===== config.mk =====
export PLATFORM = sky130hd
export DESIGN_NAME = ram_2_port_pipe
export DESIGN_NICKNAME = d
export VERILOG_FILES = /design/src/rtl/ram_2_port_pipe.sv
export SDC_FILE = /design/constraint.sdc
export NUM_CORES = 1
export LEC_CHECK = 0
export BUFFER_PORTS_ARGS = -buffer_cell sky130_fd_sc_hd__clkbuf_2
export CORE_MARGIN = 2
export CORE_UTILIZATION = 40
export DETAILED_ROUTE_END_ITERATION = 6
export REMOVE_ABC_BUFFERS = 1
export SLEW_MARGIN = 0
export SYNTH_ARGS = -nofsm -noshare
export SYNTH_HDL_FRONTEND = slang
export SYNTH_SLANG_ARGS = --single-unit
export TNS_END_PERCENT = 10

===== constraint.sdc =====
create_clock -name clk -period 3.25 [get_ports clk]
set_input_delay 0.1625 -clock clk [delete_from_list [all_inputs] [get_ports clk]]
set_output_delay 0.1625 -clock clk [all_outputs]
set_load 0.005 [all_outputs]

===== src/rtl/ram_2_port_pipe.sv =====
// Simple-dual-port table RAM: lane-masked write port, 1- or 2-stage read port,
// selectable read-during-write result and a zeroing sweep after reset.
module ram_2_port_pipe #(
  parameter int WORD_SIZE   = 16,
  parameter int LANE_SIZE   = 8,
  parameter int ADDR_SIZE   = 5,
  parameter int NUM_WORDS   = 32,
  parameter int RD_PIPE     = 1,
  parameter int BYPASS      = 1,
  parameter int INIT_ON_RST = 1
) (
  input  logic                           clk,
  input  logic                           rst,
  input  logic                           wr_en,
  input  logic [ADDR_SIZE-1:0]           wr_addr,
  input  logic [WORD_SIZE/LANE_SIZE-1:0] wr_lane_en,
  input  logic [WORD_SIZE-1:0]           wr_word,
  input  logic                           rd_en,
  input  logic [ADDR_SIZE-1:0]           rd_addr,
  output logic [WORD_SIZE-1:0]           rd_word,
  output logic                           rd_valid,
  output logic                           init_busy,
  output logic                           addr_err
);

  localparam int                   NUM_LANES = WORD_SIZE / LANE_SIZE;
  localparam logic [ADDR_SIZE:0]   DEPTH     = (ADDR_SIZE+1)'(NUM_WORDS);
  localparam logic [ADDR_SIZE-1:0] LAST      = ADDR_SIZE'(NUM_WORDS - 1);

  typedef enum logic {ST_INIT, ST_RUN} state_e;

  state_e                 state_q;
  logic [ADDR_SIZE-1:0]   cnt_q;
  logic                   addr_err_q;
  logic [WORD_SIZE-1:0]   mem [NUM_WORDS];

  logic                   run;
  logic                   wr_in_range;
  logic                   rd_in_range;
  logic                   wr_acc;
  logic                   rd_acc;
  logic                   bypass_hit;
  logic [WORD_SIZE-1:0]   rd_data_d;
  logic                   s1_valid_q;
  logic [WORD_SIZE-1:0]   s1_word_q;

  assign run         = (state_q == ST_RUN);
  assign wr_in_range = ({1'b0, wr_addr} < DEPTH);
  assign rd_in_range = ({1'b0, rd_addr} < DEPTH);
  assign wr_acc      = run && wr_en;
  assign rd_acc      = run && rd_en;
  assign bypass_hit  = (BYPASS != 0) && wr_acc && wr_in_range && (wr_addr == rd_addr);

  assign init_busy   = (state_q == ST_INIT);
  assign addr_err    = addr_err_q;

  always_ff @(posedge clk) begin
    if (rst) begin
      state_q    <= (INIT_ON_RST != 0) ? ST_INIT : ST_RUN;
      cnt_q      <= '0;
      addr_err_q <= 1'b0;
    end else begin
      if (state_q == ST_INIT) begin
        cnt_q <= cnt_q + 1'b1;
        if (cnt_q == LAST) state_q <= ST_RUN;
      end
      if ((wr_acc && !wr_in_range) || (rd_acc && !rd_in_range)) addr_err_q <= 1'b1;
    end
  end

  // NOTE: the storage array has no reset branch; it is cleared by the sweep so it
  // can still map onto a plain RAM macro.
  always_ff @(posedge clk) begin
    if (!rst) begin
      if (state_q == ST_INIT) begin
        mem[cnt_q] <= '0;
      end else if (wr_acc && wr_in_range) begin
        for (int i = 0; i < NUM_LANES; i++) begin
          if (wr_lane_en[i]) mem[wr_addr][i*LANE_SIZE +: LANE_SIZE] <= wr_word[i*LANE_SIZE +: LANE_SIZE];
        end
      end
    end
  end

  // Out-of-range reads return zero; a same-address write overlays its enabled lanes.
  always_comb begin
    rd_data_d = '0;
    if (rd_in_range) begin
      rd_data_d = mem[rd_addr];
      for (int i = 0; i < NUM_LANES; i++) begin
        if (bypass_hit && wr_lane_en[i]) rd_data_d[i*LANE_SIZE +: LANE_SIZE] = wr_word[i*LANE_SIZE +: LANE_SIZE];
      end
    end
  end

  always_ff @(posedge clk) begin
    if (rst) begin
      s1_valid_q <= 1'b0;
      s1_word_q  <= '0;
    end else begin
      s1_valid_q <= rd_acc;
      if (rd_acc) s1_word_q <= rd_data_d;
    end
  end

  if (RD_PIPE == 2) begin : g_pipe2
    logic                 s2_valid_q;
    logic [WORD_SIZE-1:0] s2_word_q;

    always_ff @(posedge clk) begin
      if (rst) begin
        s2_valid_q <= 1'b0;
        s2_word_q  <= '0;
      end else begin
        s2_valid_q <= s1_valid_q;
        if (s1_valid_q) s2_word_q <= s1_word_q;
      end
    end

    assign rd_valid = s2_valid_q;
    assign rd_word  = s2_word_q;
  end else begin : g_pipe1
    assign rd_valid = s1_valid_q;
    assign rd_word  = s1_word_q;
  end

endmodule


Word-level counts from Yosys, hierarchy flattened
Memory sizes are Yosys's and may differ from the RTL's. A register that Yosys moved wholly into a read port is not among the register bits. Index checks and enable logic that the tools add are counted.

Bits in registers: 7. Bits in writable memories: 512. Output and inout port bits: 19. Word-level logic and storage cells: 28. Memories: 1.

Add/sub/neg operators: 1. Equal/unequal tests: 1. Multiplexer cells: 18. Bitwise logic cells: 1. Reduce and logical (&&, ||, !) cells: 3.

Memory list: mem (words 32, width 16, rd ports 1, clocked after Yosys merged registers in 1, wr ports 1, line 35) `logic [WORD_SIZE-1:0] mem [NUM_WORDS];`.

Operators by type and width (count): $mux W16 (1); $reduce_or A16 Y1 (1); $mux W1 (15); $add A5 B1 Y5 const B (1); $eq A5 B5 Y1 const B (1); $mux W5 (1); $logic_and A1 B1 Y1 (2); $mux W2 (1); $not A1 Y1 (1).

Depth between registers and ports, before layout
Gate-level depths: netlist of the first run.

Word-level depth: 7. Gate-level depth with buffers: 9.

Least setup slack after synthesis of the first run
OpenSTA, ideal clock, no wires.

Path type: reg2reg. Start: reg state_q (netlist: run). End: mem mem[0][0], enable pin. Setup time: 0.370 ns. Arrival time: 2.029 ns. Slack: 0.851 ns. Cell stages (with the launch flop): 10. Cell sequence: dfxtp_1 -> nand3b_1 -> buf_4 -> nor2_4 -> clkbuf_1 -> clkbuf_1 -> nand2_1 -> o31ai_1 -> nand2_1 -> nor2_1.

Cells in the longest elaborated chain, start to end: 7. Elaborated cells on any way between the ends: 15. Those cells by class: mux: 13; reduce/logical: 2.

RTL lines: start, declared (line 32) `state_e state_q;`; start signal, assigned (line 59) `state_q <= (INIT_ON_RST != 0) ? ST_INIT : ST_RUN;`; $logic_and A1 B1 Y1 (line 50) `assign wr_acc = run && wr_en;`; $mux W1 (line 77) `end else if (wr_acc && wr_in_range) begin`; $mux W1 (line 75) `if (state_q == ST_INIT) begin`; $mux W1 (line 74) `if (!rst) begin`; $mux W1 (not written as such) (line 79) `if (wr_lane_en[i]) mem[wr_addr][i*LANE_SIZE +: LANE_SIZE] <= wr_word[i*LANE_SIZE +: LANE_SIZE];`; $reduce_or A16 Y1 (no source line); $mux W5 (no source line) / $mux W2 (equally long branches); end, declared (line 35).

Several ways; a longest one is shown, not always the timed one.

Final worst setup path of the first run
Start: in rst. End: mem mem[26][0], enable pin.

Cells in the longest elaborated chain, start to end: 4. Elaborated cells on any way between the ends: 9. Those cells by class: mux: 8; reduce/logical: 1.

RTL lines: start, declared (line 13) `input logic rst,`; $mux W1 (line 74); $mux W1 (not written as such) (line 79); $reduce_or A16 Y1 (no source line); $mux W5 (no source line) / $mux W2 (equally long branches).

Several ways; a longest one is shown, not always the timed one.

==> impl_metrics.py, run 1 <==
metrics = {
    "final_layout": {
        "drive_above_1_share": 0.260,
        "final_common_cell": "edfxtp_1",
        "fillers": 4367,
        "areaGrowthSynthToFinish_pct": 16.3,
        "nets": 1381,
        "antenna-diode-count": 0,
        "layout_common_cells": "512 x edfxtp_1, 130 x buf_4, 78 x nor2_1",
        "multi_input_area_um2": 5120,
        "instances_no_fill": 2076,
        "seqCellArea_um2": 15800,
    },
    "die": {
        "initial_core_util": 0.405,
        "dieArea_um2": 55100,
        "core_um2": 52700,
        "fp.dieW_um": 235,
        "io-pin-count": 51,
        "die_y_um": 235,
        "rows": 84,
    },
    "worst_setup_path": {
        "critPathCaptureType": "register",
        "critPathMostFrequentCell": "nand2_1",
        "critPathRequiredTime_ps": 3510,
        "reg2reg_from": "run$_SDFF_PP0_",
        "crit_chain": "dlygate4sd3_1, clkbuf_2, nand3b_1, nor2_4, buf_4, nand2_1, nand2_1, nand2_1, nor2_1, buf_4",
        "path_buf_inv": 4,
        "startpoint_type": "primary input",
        "reg2reg_depth": 8,
        "crit_type": "primary input to register",
        "max_stage_delay_ps": 550,
        "critPathMaxFanout": 20,
        "arrival_ps": 3080,
        "cp_top_family": "simple AND/OR/NAND/NOR gates",
        "ff2ff_setup_slack_ps": 590,
        "critPathSlowestCell": "dlygate4sd3_1",
        "r2r-end": "mem[26][0]$_DFFE_PP_",
    },
    "logic_synthesis": {
        "synth_ff_type": "edfxtp_1",
        "ys_seq_area_frac": 0.743,
        "yosys_register_bits": 535,
        "synth_edf_count": 512,
        "syn_avg_cell_area_um2": 18.0,
        "async_flop_share": 0,
        "yosys_warnings": 0,
        "synth.distinct_cells": 48,
        "syn_area_um2": 21300,
        "syn_inst": 1185,
    },
    "hold_path": {
        "hp-start": "wr_word[9]",
        "whs_path_depth": 4,
        "min_path_type": "primary input to register",
        "holdPathEnd": "rd_word[9]$_SDFFE_PP0P_",
    },
    "timing": {
        "rsz0062_at_grt": "false",
        "whs_ps": 70.9,
        "post-route-period-util": 0.868,
        "hold_viol": 0,
        "finalSetupViolations": 0,
        "layout_setup_ws_ps": 428,
        "worst_pin_slew_ps": 1010,
        "slew_viol_final": 0,
        "fin_crit_ps": 2820,
        "fin_worst_skew_ps": 25.2,
        "max_freq_mhz": 354,
        "slew_headroom": 0.328,
        "tns_ps": 0,
    },
    "place": {
        "io_buffers": 49,
        "dpl.hpwl_um": 32700,
        "globalplace.congestion": 0.819,
        "dp_slack_ps": 418,
        "dp.cells": 1982,
    },
    "clocking": {
        "htree_num_levels": 2,
        "cts_buffer_depth": 3,
        "ctsResizeCount": 0,
        "cts_setup_buffers": 0,
        "tritoncts": "built",
        "clock-sinks": 535,
        "clk_pin_slew_ps": 70,
        "cts_made_buffers": 50,
        "root_buffer": "clkbuf_16",
        "clk_latency_ps": 580,
    },
    "power": {
        "leakage_nw": 7.69,
        "p_per_area_nw_per_um2": 560,
        "power_mw": 13.9,
        "vdd_drop_max_v": 0.000356,
    },
    "global_route": {
        "grt_busiest_layer": "met2",
        "grt_pass1_wl_um": 76100,
        "met1_usage": 0.253,
        "antenna_found_initial": 2,
        "use_met2": 0.300,
        "grt_pass1_vias": 11648,
        "grt_use_total": 0.184,
        "grtUsageMet3": 0.0342,
        "grt_max_degree": 49,
        "grt.overflow.total": 0,
    },
    "flow_run": {
        "maxCapViolations": 0,
    },
    "drt": {
        "dr.pass1.iters": 5,
        "wl_per_cell_um": 24.5,
        "vias_per_cell": 5.51,
        "drc": 0,
        "wl_um": 50900,
        "via_count": 11434,
        "detail-route-antenna-nets": 0,
        "drtIter0Drc": 1016,
    },
    "status": {
        "status": "complete, no violations",
    },
}
-- metal layers --
layer	vias to the layer above	routed length, µm
met2	340	24700
li1	5152	-
met5	-	24
met4	4	1290
met3	79	3150
met1	5859	21800
-- layout make-up --
| cell class | count | share of cell area |
|---|---|---|
| clock buffer | 68 | 0.0561 |
| multi-input combinational | 572 | 0.207 |
| inverter | 5 | 0.000758 |
| timing repair buffer | 183 | 0.0531 |
| clock inverter | 25 | 0.00929 |
| tap | 688 | 0.0347 |
| sequential | 535 | 0.639 |
-- tightest hold or removal path: cells and delay by family --
kind	cells	cell delay (ps)
AOI/OAI and AO/OA	2	250
buffers and inverters	1	70
and+or+nand+nor	1	130
-- cells in the mapped netlist (3+ instances only) --
master	instances	area [µm²]
nor2_1	79	297
nor4_1	16	100
and3_1	3	18.8
a2111oi_0	32	280
buf_1	6	22.5
dfxtp_1	23	460
mux2i_1	68	681
a21oi_1	3	15.0
edfxtp_1	512	15400
nand2b_1	11	68.8
a211oi_1	32	240
mux2_2	32	360
nand4_1	3	18.8
buf_2	15	75.1
mux4_2	64	1440
nor2b_1	37	231
and2_1	16	100
a22o_1	64	561
inv_1	5	18.8
clkbuf_1	42	158
o22ai_1	17	106
o21ai_1	19	95.1
buf_4	8	60.1
nand2_1	28	105
o31a_1	16	140
-- per-stage QoR --
step                instance area, µm²   util
detailed placement               23100  0.440
CTS                              24800  0.471
global placement                 23100  0.440
global route                     24800  0.471
floorplan                        21000      -
finish                           24800  0.471
-- power by group --
| group | internal (mW) | switching [mW] |
|---|---|---|
| sequential | 7.48 | 0.0191 |
| clock | 3.26 | 2.48 |
| combinational | 0.250 | 0.381 |
| total | 11.0 | 2.88 |
-- cells by family after synthesis --
group           Yosys count  synth area share
simple gates            205            0.0483
mux                     164             0.117
compound gates          197            0.0728
fa+ha+maj                 2           0.00117
flops                   535             0.743
other cells               1          0.000176
xor+xnor                  3           0.00123
buf+inv                  78            0.0167
-- repair_timing --
action,4_1_cts,5_1_grt
endpoints found under the setup margin,0,0
hold endpoints to repair,6,0
hold buffers,1,0
-- sequential cells by signal, indices dropped and copies added (netlist names) --
signal and count:
mem 512, rd_word 16, cnt_q 5, rd_valid 1, run 1
-- how the worst max path moves through the flow --
stage | startpoint | endpoint | slack (ps) | cells after the start
after global routing | rst | mem[27][11]$_DFFE_PP_ | 210 | 10
after global placement | rst | mem[26][12]$_DFFE_PP_ | 500 | 9
after detailed placement | rst | mem[27][12]$_DFFE_PP_ | 420 | 9
after floorplan | run$_SDFF_PP0_ | rd_word[0]$_SDFFE_PP0P_ | 480 | 6
after CTS | rst | mem[27][14]$_DFFE_PP_ | 430 | 10
final | rst | mem[26][0]$_DFFE_PP_ | 430 | 10
(Power assumes the default switching activity.)
==> run 2, diff against run 1 <==
CORE_ASPECT_RATIO = 1.5   (was not set)
==> impl_metrics.py, run 2 (synthesized netlist as in run 1, its figures left out) <==
metrics = {
    "place": {
        "dpl.hpwl_um": 35900,
        "io_buffers": 49,
        "dpl_cell_area_um2": 23200,
        "globalplace.congestion": 0.874,
        "dp.cells": 1976,
        "dp_slack_ps": 320,
    },
    "hold_path": {
        "hp-start": "rd_en",
        "min_path_type": "primary input to register",
    },
    "die": {
        "io-pin-count": 51,
        "core_um2": 52700,
        "initial_core_util": 0.404,
        "die_y_um": 287,
        "dieArea_um2": 55200,
        "rows": 103,
        "fp.dieW_um": 192,
    },
    "clocking": {
        "clk_latency_ps": 570,
        "tritoncts": "built",
        "cts_buffer_depth": 3,
        "htree_num_levels": 2,
        "clk_pin_slew_ps": 60,
        "cts_made_buffers": 49,
        "cts_setup_buffers": 0,
        "root_buffer": "clkbuf_16",
        "clock-sinks": 535,
    },
    "global_route": {
        "grt_use_total": 0.195,
        "grt_pass1_wl_um": 77800,
        "grt_pass1_vias": 11979,
        "antenna_found_initial": 0,
        "grt_max_degree": 71,
        "grt.overflow.total": 0,
    },
    "status": {
        "status": "complete, no violations",
    },
    "timing": {
        "fin_crit_ps": 2960,
        "hold_viol": 0,
        "rsz0062_at_grt": "false",
        "slew_viol_final": 0,
        "slew_headroom": 0.250,
        "layout_setup_ws_ps": 287,
        "tns_ps": 0,
        "finalSetupViolations": 0,
        "post-route-period-util": 0.912,
        "whs_ps": 103,
        "fin_worst_skew_ps": 15.5,
        "max_freq_mhz": 337,
        "worst_pin_slew_ps": 1130,
    },
    "worst_setup_path": {
        "max_stage_delay_ps": 840,
        "arrival_ps": 3420,
        "crit_chain": "dlygate4sd3_1, clkbuf_2, nand3b_1, buf_4, o22ai_1, or3b_1, a2111o_1, o31a_1, a22o_1",
        "startpoint": "rst",
        "reg2reg_from": "run$_SDFF_PP0_",
        "crit_type": "primary input to register",
        "critPathMaxFanout": 32,
        "startpoint_type": "primary input",
        "critPathRequiredTime_ps": 3700,
        "critPathCaptureType": "register",
        "critPathSlowestCell": "a2111o_1",
    },
    "power": {
        "p_seq_frac": 0.533,
        "p_sw_frac": 0.206,
        "vdd_drop_max_v": 0.000339,
        "comb_power_share": 0.045,
        "power_mw": 14.1,
        "p_int_mw": 11.2,
        "p_sw_mw": 2.91,
        "p_per_area_nw_per_um2": 566,
        "clkPwrFrac": 0.423,
        "leakage_nw": 7.73,
    },
    "final_layout": {
        "antenna-diode-count": 0,
        "final_common_cell": "edfxtp_1",
        "instances_no_fill": 2064,
        "areaGrowthSynthToFinish_pct": 16.8,
        "fin_area_um2": 24900,
        "layout_common_cells": "512 x edfxtp_1, 123 x buf_4, 78 x nor2_1",
        "largest_register_ffs": 512,
        "top_register": "mem",
        "nets": 1380,
        "post-route-util": 0.472,
        "drive_above_1_share": 0.260,
    },
    "drt": {
        "wl_um": 53400,
        "wl_per_cell_um": 25.9,
        "dr.pass1.iters": 5,
        "drc": 0,
        "via_count": 11469,
        "detail-route-antenna-nets": 0,
        "vias_per_cell": 5.56,
        "drtIter0Drc": 875,
    },
    "flow_run": {
        "maxCapViolations": 0,
    },
}
==> run 2: cell count changes in the layout (fill, tap and decap cells not counted), sizes merged <==
cell    previous run  this run
clkbuf           115       106
clkinv            15        17
bufinv             3         6
inv                9         7
==> run 2: power by group through the flow <==
stage	combinational (mW)	clock [mW]	sequential, mW
2_1_floorplan	0.299	0	7.64
3_3_place_gp	0.627	0	7.65
3_5_place_dp	0.630	0	7.65
4_1_cts	0.633	6.07	7.50
5_1_grt	0.666	6.31	7.50
6_report	0.629	5.96	7.50
==> run 2: path summary, 6_finish.rpt <==
| check | end | slack, ps | cells past startpoint |
|---|---|---|---|
| setup / recovery | rd_word[9]$_SDFFE_PP0P_ | 290 | 9 |
| hold / removal | rd_valid$_SDFF_PP0_ | 100 | 4 |
| setup reg to reg | rd_word[9]$_SDFFE_PP0P_ | 400 | 7 |
| hold reg to reg | rd_word[11]$_SDFFE_PP0P_ | 500 | 1 |
==> run 2: cell type report <==
class	instances	area (µm²)
clock buffer	59	1360
clock inverter	28	304
fill	4395	27800
inverter	5	18.8
multi-input combinational	572	5120
sequential	535	15800
tap	682	853
timing repair buffer	183	1390
==> run 2: metal layers <==
metal,routed length [µm],global-route usage
met1,20500,0.234
met2,28200,0.350
met3,2220,0.0226
met4,2470,0.0878
met5,0,0
==> run 2: critical path: cells and delay by family <==
kind | cells | cell delay [ps]
AOI/OAI and AO/OA | 4 | 1640
buffers and inverters | 3 | 950
and+or+nand+nor | 2 | 640
==> run 2: repair_timing <==
action                    4_1_cts  5_1_grt
gates resized for setup         0        0
hold buffers                    1        0
hold endpoints to repair        6        0
